[config.mk]
export PLATFORM = sky130hd
export DESIGN_NAME = uart_rx_framer_flat
export DESIGN_NICKNAME = d
export VERILOG_FILES = /design/src/rtl/uart_rx_framer_pkg.sv /design/src/rtl/uart_rx_framer_if.sv /design/src/rtl/uart_rx_framer_sync_2ff.sv /design/src/rtl/uart_rx_framer.sv /design/src/flat_wrapper.sv
export SDC_FILE = /design/constraint.sdc
export NUM_CORES = 1
export LEC_CHECK = 0
export ABC_CLOCK_PERIOD_IN_PS = 4950
export CELL_PAD_IN_SITES_DETAIL_PLACEMENT = 2
export CELL_PAD_IN_SITES_GLOBAL_PLACEMENT = 2
export CORE_MARGIN = 4
export CORE_UTILIZATION = 38
export CTS_CLUSTER_DIAMETER = 60
export DETAILED_ROUTE_END_ITERATION = 16
export GPL_ROUTABILITY_DRIVEN = 1
export PLACE_DENSITY = 0.83
export SYNTH_ARGS = -nofsm -noshare
export SYNTH_HDL_FRONTEND = slang
export SYNTH_SLANG_ARGS = --single-unit
[constraint.sdc]
create_clock -name clk -period 4.95 [get_ports clk]
set_input_delay 1.485 -clock clk [delete_from_list [all_inputs] [get_ports clk]]
set_output_delay 1.485 -clock clk [all_outputs]
set_load 0.005 [all_outputs]
[src/rtl/uart_rx_framer_pkg.sv]
// Shared UART definitions: frame-level FSM encodings reused by the RX and TX framers.
package uart_rx_framer_pkg;

    localparam int UART_DATA_BITS = 8;

    localparam logic [1:0] UART_IDLE  = 2'd0;
    localparam logic [1:0] UART_START = 2'd1;
    localparam logic [1:0] UART_DATA  = 2'd2;
    localparam logic [1:0] UART_STOP  = 2'd3;

endpackage

[src/rtl/uart_rx_framer_if.sv]
// Byte-level output channel of the UART receiver: valid/ready byte stream plus error pulses.
interface uart_rx_framer_if;

    logic [7:0] data_out;
    logic       data_out_valid;
    logic       data_out_ready;
    logic       framing_error;
    logic       overrun;

    modport master (
        output data_out,
        output data_out_valid,
        output framing_error,
        output overrun,
        input  data_out_ready
    );

    modport slave (
        input  data_out,
        input  data_out_valid,
        input  framing_error,
        input  overrun,
        output data_out_ready
    );

endinterface

[src/rtl/uart_rx_framer_sync_2ff.sv]
// Two-flop synchronizer for asynchronous single-bit inputs (UART line, buttons).
module sync_2ff #(
    parameter logic RESET_VAL = 1'b0
) (
    input  logic clk,
    input  logic rst,
    input  logic d_i,
    output logic q_o
);

    logic meta_q;
    logic sync_q;

    always_ff @(posedge clk) begin
        if (rst) begin
            meta_q <= RESET_VAL;
            sync_q <= RESET_VAL;
        end else begin
            meta_q <= d_i;
            sync_q <= meta_q;
        end
    end

    assign q_o = sync_q;

endmodule

[src/rtl/uart_rx_framer.sv]
// UART 8N1 receiver: mid-bit sampling framer with a one-byte valid/ready output holding register.
module uart_rx_framer
    import uart_rx_framer_pkg::*;
#(
    parameter int CLOCK_FREQ = 125_000_000,
    parameter int BAUD_RATE  = 115_200
) (
    input  logic              clk,
    input  logic              rst,
    input  logic              serial_in,
    uart_rx_framer_if.master  rx_if
);

    localparam int SYMBOL_EDGE_TIME = CLOCK_FREQ / BAUD_RATE;
    localparam int SAMPLE_TIME      = SYMBOL_EDGE_TIME / 2;
    localparam int CNT_W            = $clog2(SYMBOL_EDGE_TIME);
    localparam logic [CNT_W-1:0] SAMPLE_LAST = CNT_W'(SAMPLE_TIME - 1);
    localparam logic [CNT_W-1:0] SYMBOL_LAST = CNT_W'(SYMBOL_EDGE_TIME - 1);

    logic                      rx_s;
    logic [1:0]                state_q, state_d;
    logic [CNT_W-1:0]          cnt_q, cnt_d;
    logic [2:0]                bit_idx_q, bit_idx_d;
    logic [UART_DATA_BITS-1:0] shift_q, shift_d;
    logic                      armed_q, armed_d;
    logic [7:0]                data_q, data_d;
    logic                      valid_q, valid_d;
    logic                      ferr_q, ferr_d;
    logic                      ovr_q, ovr_d;
    logic                      byte_done;

    // Idle-high line: preset to 1 so reset never looks like a start bit.
    sync_2ff #(.RESET_VAL(1'b1)) u_sync (
        .clk (clk),
        .rst (rst),
        .d_i (serial_in),
        .q_o (rx_s)
    );

    always_comb begin
        state_d   = state_q;
        cnt_d     = cnt_q;
        bit_idx_d = bit_idx_q;
        shift_d   = shift_q;
        armed_d   = armed_q | rx_s;
        data_d    = data_q;
        valid_d   = valid_q;
        ferr_d    = 1'b0;
        ovr_d     = 1'b0;
        byte_done = 1'b0;

        case (state_q)
            UART_IDLE: begin
                if (!rx_s && armed_q) begin
                    cnt_d   = '0;
                    state_d = UART_START;
                end
            end
            UART_START: begin
                if (cnt_q == SAMPLE_LAST) begin
                    cnt_d     = '0;
                    bit_idx_d = '0;
                    state_d   = rx_s ? UART_IDLE : UART_DATA;
                end else begin
                    cnt_d = cnt_q + CNT_W'(1);
                end
            end
            UART_DATA: begin
                if (cnt_q == SYMBOL_LAST) begin
                    cnt_d     = '0;
                    shift_d   = {rx_s, shift_q[UART_DATA_BITS-1:1]};
                    bit_idx_d = bit_idx_q + 3'd1;
                    if (bit_idx_q == 3'd7) state_d = UART_STOP;
                end else begin
                    cnt_d = cnt_q + CNT_W'(1);
                end
            end
            UART_STOP: begin
                if (cnt_q == SYMBOL_LAST) begin
                    cnt_d   = '0;
                    state_d = UART_IDLE;
                    if (rx_s) begin
                        byte_done = 1'b1;
                    end else begin
                        // Line is still low: require a high before the next start.
                        ferr_d  = 1'b1;
                        armed_d = 1'b0;
                    end
                end else begin
                    cnt_d = cnt_q + CNT_W'(1);
                end
            end
            default: state_d = UART_IDLE;
        endcase

        if (valid_q && rx_if.data_out_ready) valid_d = 1'b0;
        if (byte_done) begin
            if (!valid_q || rx_if.data_out_ready) begin
                data_d  = shift_q;
                valid_d = 1'b1;
            end else begin
                ovr_d = 1'b1;
            end
        end
    end

    always_ff @(posedge clk) begin
        if (rst) begin
            state_q   <= UART_IDLE;
            cnt_q     <= '0;
            bit_idx_q <= '0;
            shift_q   <= '0;
            armed_q   <= 1'b0;
            data_q    <= '0;
            valid_q   <= 1'b0;
            ferr_q    <= 1'b0;
            ovr_q     <= 1'b0;
        end else begin
            state_q   <= state_d;
            cnt_q     <= cnt_d;
            bit_idx_q <= bit_idx_d;
            shift_q   <= shift_d;
            armed_q   <= armed_d;
            data_q    <= data_d;
            valid_q   <= valid_d;
            ferr_q    <= ferr_d;
            ovr_q     <= ovr_d;
        end
    end

    assign rx_if.data_out       = data_q;
    assign rx_if.data_out_valid = valid_q;
    assign rx_if.framing_error  = ferr_q;
    assign rx_if.overrun        = ovr_q;

endmodule

[src/flat_wrapper.sv]
// flat-port wrapper written by rule: the top's interface ports become plain ports
module uart_rx_framer_flat import uart_rx_framer_pkg::*;
#(
    parameter int CLOCK_FREQ = 125_000_000,
    parameter int BAUD_RATE  = 115_200
)
  (clk, rst, serial_in, rx_if_data_out, rx_if_data_out_valid, rx_if_framing_error, rx_if_overrun, rx_if_data_out_ready);
  uart_rx_framer_if rx_if_i ();
  input  logic clk;
  input  logic rst;
  input  logic serial_in;
  output wire logic [$bits(rx_if_i.data_out)-1:0] rx_if_data_out;
  output wire logic [$bits(rx_if_i.data_out_valid)-1:0] rx_if_data_out_valid;
  output wire logic [$bits(rx_if_i.framing_error)-1:0] rx_if_framing_error;
  output wire logic [$bits(rx_if_i.overrun)-1:0] rx_if_overrun;
  input wire logic [$bits(rx_if_i.data_out_ready)-1:0] rx_if_data_out_ready;
  assign rx_if_data_out = rx_if_i.data_out;
  assign rx_if_data_out_valid = rx_if_i.data_out_valid;
  assign rx_if_framing_error = rx_if_i.framing_error;
  assign rx_if_overrun = rx_if_i.overrun;
  assign rx_if_i.data_out_ready = rx_if_data_out_ready;
  uart_rx_framer #(.CLOCK_FREQ(CLOCK_FREQ), .BAUD_RATE(BAUD_RATE)) u_core (.clk(clk), .rst(rst), .serial_in(serial_in), .rx_if(rx_if_i));
endmodule
# Word-level counts from Yosys, hierarchy flattened
# Cells that the tools add are included.
# word_totals
reg_bits	38
input_bits	4
out_inout_bits	11
word_cells	67
# classes
addsub	2
n_eq_ne	11
n_mux	25
bitwise_logic	4
reduce_logical	14
# op_table
op	count
11-bit 2-to-1 mux	3
11-bit case mux with 3 select lines	1
2-bit 2-to-1 mux	6
11-bit by 1-bit adder with 11-bit output, second input constant	1
11-bit by 10-bit == test with 1-bit output, second input constant	1
11-bit == test, second input constant	1
1-bit 2-to-1 mux	11
2-bit by 1-bit != test with 1-bit output, second input constant	5
2-bit case mux with 4 select lines	1
3-bit 2-to-1 mux	2
3-bit case mux with 2 select lines	1
5-bit AND reduction	1
2-bit == test, second input constant	2
2-bit AND reduction	2
2-bit OR reduction	2
3-bit by 1-bit adder with 3-bit output, second input constant	1
3-bit == test, second input constant	1
1-bit NOT	3
3-bit AND reduction	1
3-bit OR reduction	1
2-bit by 1-bit == test with 1-bit output, second input constant	1
1-bit logical AND	2
1-bit zero test	2
2-bit zero test	1
other kinds (3)	3

# Depth between registers and ports, before layout
# Gate-level depths: netlist of the first run.
# depth
depth_word	5
ltp_mapped	8
depth_no_buf	6

# Modules after synthesis
# A second synthesis of the first run with hierarchy kept.
# unflattened
hier_cells	215
hier_area_um2	1819.2
# by_module_without_submodules
mod	n_inst	cells_per_inst	area_per_inst_um2	seq_area_each_um2
uart_rx_framer	1	211	1766.7	720.7
sync_2ff	1	4	52.6	40.0

# Least setup slack after synthesis of the first run
# Ideal clock, no wire load.
# synth_path
path_kind	input to register
start	input port rst
end	register u_core.armed_q
setup_ns	0.128
arrival_ns	2.357
required_ns	4.822
setup_slack_ns	2.466
path_stages	4
path_buffers	3
path_cell_list	clkbuf_1 -> clkbuf_1 -> clkbuf_1 -> nor2_1
# synth_lines
item	line_no	source
from (decl)	flat_wrapper.sv:10	input logic rst;
to (signal assigned)	uart_rx_framer.sv:123	armed_q <= armed_d;
to (decl)	uart_rx_framer.sv:25	logic armed_q, armed_d;
# No word-level cell between the ends.

==> results of run 1 <==
power by group through the flow:
stage | sequential, mW | clock [mW] | combinational (mW)
finish | 0.325 | 0.231 | 0.130
global route | 0.327 | 0.249 | 0.138
CTS | 0.324 | 0.238 | 0.127
floorplan | 0.327 | 0 | 0.0896
detailed placement | 0.331 | 0 | 0.124
global placement | 0.330 | 0 | 0.117
critical path, cell delays in order:
cell             delay (ns)
clkdlybuf4s50_1        1.05
buf_4                  0.38
inv_1                  0.18
o2111a_1               0.17
o22a_1                 0.18
flip-flops by register name, summed over array words and instances, names as in the netlist, named ones only:
signal and count:
u_core.state_q 1, u_core.armed_q 1, u_core.cnt_q 11, u_core.rx_if.data_out 8
u_core.u_sync.meta_q 1, u_core.u_sync.q_o 1, u_core.bit_idx_q 3, u_core.shift_q 8
u_core.rx_if.data_out_valid 1, u_core.rx_if.framing_error 1, u_core.rx_if.overrun 1
synth_stat cells (2+ instances only):
cell       number  area share
a2111o_1        2       0.012
a2111oi_0       7       0.031
a2111oi_1       2       0.010
a211oi_1        2      0.0077
a21oi_1        14       0.036
a221o_1         3       0.015
a31oi_1         4       0.013
buf_2           4       0.010
buf_4           2      0.0077
clkbuf_1        8       0.015
dfxtp_1        38        0.39
ha_1            9       0.058
inv_1          12       0.023
mux2i_1        10       0.051
nand2_1        14       0.027
nand3_1        10       0.026
nand3b_1        2      0.0077
nand4_1         6       0.019
nor2_1         13       0.025
nor2b_1         2      0.0064
nor3_1          4       0.010
o2111ai_1       2      0.0089
o211ai_1        2      0.0077
o21ai_0        14       0.036
o22a_1          2      0.0089
o31ai_1         3       0.012
or2_2           2      0.0064
or3_1           2      0.0064
or4_1           4       0.015
final cells by class:
type                            instances  area [µm²]  area share
Timing Repair Buffer                   16       155.1     0.06978
Sequential cell                        38       760.7      0.3422
Clock buffer                            6       82.58     0.03714
Multi-Input combinational cell        156        1084      0.4873
Tap cell                               67       83.83     0.03770
Inverter                               12       45.04     0.02026
Clock inverter                          2       12.51    0.005627
stage by stage:
stage / utilization / total power, mW / hold slack [ns] / instances / worst slack [ns]
2_1_floorplan: - / 0.4162 / 0.3895 / 221 / 2.466
3_3_place_gp: 0.4390 / 0.4470 / 0.3929 / 289 / 1.539
3_5_place_dp: 0.4390 / 0.4555 / 0.4169 / 289 / 1.407
4_1_cts: 0.4586 / 0.6895 / 0.4297 / 297 / 1.664
5_1_grt: 0.4586 / 0.7147 / 0.4615 / 297 / 1.536
6_report: 0.4586 / 0.6852 / 0.4247 / 297 / 1.664
cells by family after synthesis:
group,Yosys count,synth area share
AOI/OAI and AO/OA,68,0.2479
DFF,38,0.3885
and+or+nand+nor,68,0.1911
muxes,11,0.05687
adders and majority gates,9,0.05751
buffers and inverters,27,0.05814
worst paths after layout:
kind | start | end | slack (ns) | depth (start not counted)
max | rst | u_core.cnt_q[7] | 1.66 | 5
max reg2reg | u_core.cnt_q[0] | u_core.cnt_q[5] | 2.62 | 6
min reg2reg | u_core.u_sync.meta_q | u_core.u_sync.q_o | 0.42 | 1
min | u_core.u_sync.meta_q | u_core.u_sync.q_o | 0.42 | 1
per-layer routing:
metal | global-route usage | vias up | share of wire
met4 | 0.06419 | 0 | 0.017
met3 | 0.03047 | 11 | 0.030
met1 | 0.2674 | 899 | 0.45
met5 | 0 | - | 0
met2 | 0.3623 | 30 | 0.51
li1 | - | 854 | -
==> impl_metrics.ini, run 1 <==
[route]
ant_nets = 0
vias = 1794
via_per_inst = 6.040
dr.pass1.iters = 4
route.detailed.drc = 0
drt_iter0_drc = 93
finalWirelength_um = 6243
wl_per_cell_um = 21.02

[power]
switching_power_uw = 223.1
power_frac_comb = 0.189
pwr-share-clk = 0.337
p_int_uw = 462.1
power_density_nw_per_um2 = 308.2
vdd_ir_drop_max_v = 0.0001935
p_leak_nw = 0.7580
p_sw_frac = 0.3257
sequentialPowerShare = 0.474

[sta]
finalSetupTns_ns = 0
rsz0062_at_grt = no
max_clock_freq_ghz = 0.3043
finalHoldViolations = 0
period_minus_slack_ns = 3.286
slew_violations = 0
worst_slew_pin_slew_ns = 0.8846
setup_viol = 0
relSlewSlack = 0.4084
skew_ns = 0.009234
period_share = 0.6639

[setup_path]
critPathLaunchType = input pin
cp.required_ns = 5.13
critPathKind = in -> reg
end_kind = flip-flop
cp.arrival_ns = 3.46
critPathMaxFanout = 26

[synth]
synthDistinctLibCells = 51
seq_area_frac_synth = 0.3885
ys_ff_latch = 38
synth_edf_count = 0
yosysWarnings = 0
async_reset_ff_frac = 0
synthFlopType = dfxtp_1
syn_area_um2 = 1958
syn_nets = 234
syn_area_per_cell_um2 = 8.860
synthCells = 221

[final_layout]
final_cell_mix = dfxtp_1 (38), nand2_1 (14), o21ai_0 (14), a21oi_1 (14), clkdlybuf4s50_1 (14)
fin_area_um2 = 2223
drive_above_1_share = 0.07826
syn_to_final_growth_pct = 13.55
final_common_cell = dfxtp_1
n_antenna_cell = 0
n_fill_cell = 531
final_nets = 242

[clock_tree]
clk_pin_slew_ns = 0.08
ctsResizeCount = 0
ctsHoldBuffers = 0
post_cts.repair.setup_buffers = 0
clk_latency_ns = 0.29
cts_tree = built
cts_buffers = 5
cts_root_buffer = clkbuf_8
htree_levels = 2
cts_buffer_depth = 2
clock-sinks = 38

[floorplan]
ios = 15
start_util = 0.4039
die_h_um = 79.79
dieArea_um2 = 6366
coreArea_um2 = 4848
rows = 25
die_w_um = 79.79

[placement]
gp_congestion = 0.7685
port_buffers = 14
place_area_um2 = 2128
dpl.hpwl_um = 4342

[grt]
globalRouteTotalUtil = 0.2092
grt_pass1_vias = 1953
grt_max_degree = 27
grt_overflow = 0
antenna_found_initial = 0
grt_first_pass_wirelength_um = 10350

[job]
cap_violations = 0

[min_path]
worst_hold_path_type = reg -> reg

[run_status]
status = completed
No activity file was read; power rests on OpenSTA's default activity.
==> inputs of run 2 (changes only) <==
ABC_CLOCK_PERIOD_IN_PS = 2700   (was 4950)
CORE_UTILIZATION = 32   (was 38)
PLACE_DENSITY = 0.74   (was 0.83)
clock period = 2.7 ns   (was 4.95 ns; I/O delays follow)
==> impl_metrics.ini, run 2 (same netlist as run 1, synthesis figures left out) <==
[run_status]
status = completed

[route]
wl_per_cell_um = 18.22
via_per_inst = 5.689
vias = 1758
finalWirelength_um = 5631
dr.pass1.iters = 4
drt_iter0_drc = 61
route.detailed.drc = 0
ant_nets = 0

[min_path]
min_path_cells = 1
hold_path_end = u_core.u_sync.q_o
min-delay-start = u_core.u_sync.meta_q
worst_hold_path_type = reg -> reg

[final_layout]
largest_reg_flops = 11
final_common_cell = dfxtp_1
final_cell_mix = dfxtp_1 (38), nand2_1 (14), o21ai_0 (14), a21oi_1 (14), clkdlybuf4s50_1 (14)
final_nets = 246
drive_above_1_share = 0.09402
syn_to_final_growth_pct = 17.76
n_antenna_cell = 0
fin_area_um2 = 2306
top_register = u_core.cnt_q

[placement]
pre_cts_ws_ns = 0.4174
dpl.hpwl_um = 4032
port_buffers = 14
gp_congestion = 0.7616
place_area_um2 = 2168

[power]
p_sw_frac = 0.2898
p_int_mw = 1.032
power_density_nw_per_um2 = 629.9
sequentialPowerShare = 0.409
vdd_ir_drop_max_v = 0.0002800
switching_power_uw = 421.0
pwr-share-clk = 0.412
power_mw = 1.453
p_leak_nw = 0.7979
power_frac_comb = 0.179

[floorplan]
rows = 28
ios = 15
dieArea_um2 = 7435
start_util = 0.3307
die_h_um = 86.23
coreArea_um2 = 5921
die_w_um = 86.23

[sta]
period_minus_slack_ns = 2.195
worst_slew_pin_slew_ns = 0.7909
rsz0062_at_grt = no
setup_viol = 0
skew_ns = 0.007933
relSlewSlack = 0.4683
slew_violations = 0
max_clock_freq_ghz = 0.4555
period_share = 0.8130
layout_setup_ws_ns = 0.5048
finalHoldViolations = 0
finalSetupTns_ns = 0

[job]
cap_violations = 0

[setup_path]
critPathKind = reg -> reg
ff2ff_path_depth = 4
cp.required_ns = 2.89
end_kind = flip-flop
r2r_start = u_core.cnt_q[3]
critPathMaxFanout = 9
r2r_setup_slack_ns = 0.50
cp.arrival_ns = 2.39
critPathLaunchType = flip-flop

[clock_tree]
clk_pin_slew_ns = 0.08
post_cts.repair.setup_buffers = 0
cts_tree = built
cts_buffer_depth = 2
cts_buffers = 5
ctsResizeCount = 0
ctsHoldBuffers = 0
cts_root_buffer = clkbuf_8
clock-sinks = 38
clk_latency_ns = 0.30
htree_levels = 2

[grt]
grt_overflow = 0
grt_pass1_vias = 1851
globalRouteTotalUtil = 0.1605
grt_max_degree = 33
antenna_found_initial = 0
grt_first_pass_wirelength_um = 9446
[run 2: cell types whose count changed in the layout (fill, tap and decap cells not counted)]
| cell | before | now |
|---|---|---|
| buf_4 | 2 | 6 |
| bufinv_16 | 0 | 2 |
| clkbuf_8 | 6 | 5 |
| clkinv_2 | 1 | 0 |
| clkinv_4 | 0 | 1 |
| clkinvlp_4 | 1 | 0 |
[run 2: per-stage QoR]
stage | utilization | std cells | hold slack (ns)
after detailed placement | 0.3662 | 301 | 0.4104
after global placement | 0.3662 | 301 | 0.3993
final | 0.3895 | 309 | 0.4251
after floorplan | - | 221 | 0.3895
after global routing | 0.3895 | 309 | 0.4388
after CTS | 0.3895 | 309 | 0.4356
[run 2: how the worst max path moves through the flow]
stage | depth (start not counted) | startpoint | slack [ns] | endpoint
global route | 4 | u_core.cnt_q[3] | 0.39 | flip-flop
detailed placement | 4 | rst | 0.42 | flip-flop
floorplan | 8 | u_core.cnt_q[0] | 0.74 | u_core.cnt_q[10]
finish | 4 | u_core.cnt_q[3] | 0.50 | flip-flop
global placement | 4 | rst | 0.44 | flip-flop
CTS | 4 | u_core.cnt_q[2] | 0.51 | flip-flop
[run 2: critical path: stages (launching register included)]
cell and delay, ns:
dfxtp_1 0.50, and4_1 0.48, nand4_1 0.20, a2111oi_1 0.52, mux2_2 0.39
[run 2: area by class of cell]
class	instances	area (µm²)
clock inverter	3	68.82
tap	75	93.84
multi-input combinational	156	1084
fill	659	3615
clock buffer	5	68.82
timing repair buffer	20	185.2
inverter	12	45.04
sequential	38	760.7
[run 2: power by group through the flow]
stage | sequential (mW) | combinational (mW) | clock (mW)
5_1_grt | 0.598 | 0.284 | 0.641
2_1_floorplan | 0.599 | 0.164 | 0
3_5_place_dp | 0.608 | 0.256 | 0
4_1_cts | 0.595 | 0.258 | 0.618
3_3_place_gp | 0.608 | 0.248 | 0
6_report | 0.595 | 0.260 | 0.598
[run 2: metal layers]
layer / up-vias / GRT usage / part of all wire
met4: 0 / 0.05099 / 0.013
met2: 14 / 0.2600 / 0.47
met3: 8 / 0.03137 / 0.024
met5: - / 0 / 0
met1: 874 / 0.2154 / 0.49
li1: 862 / - / -
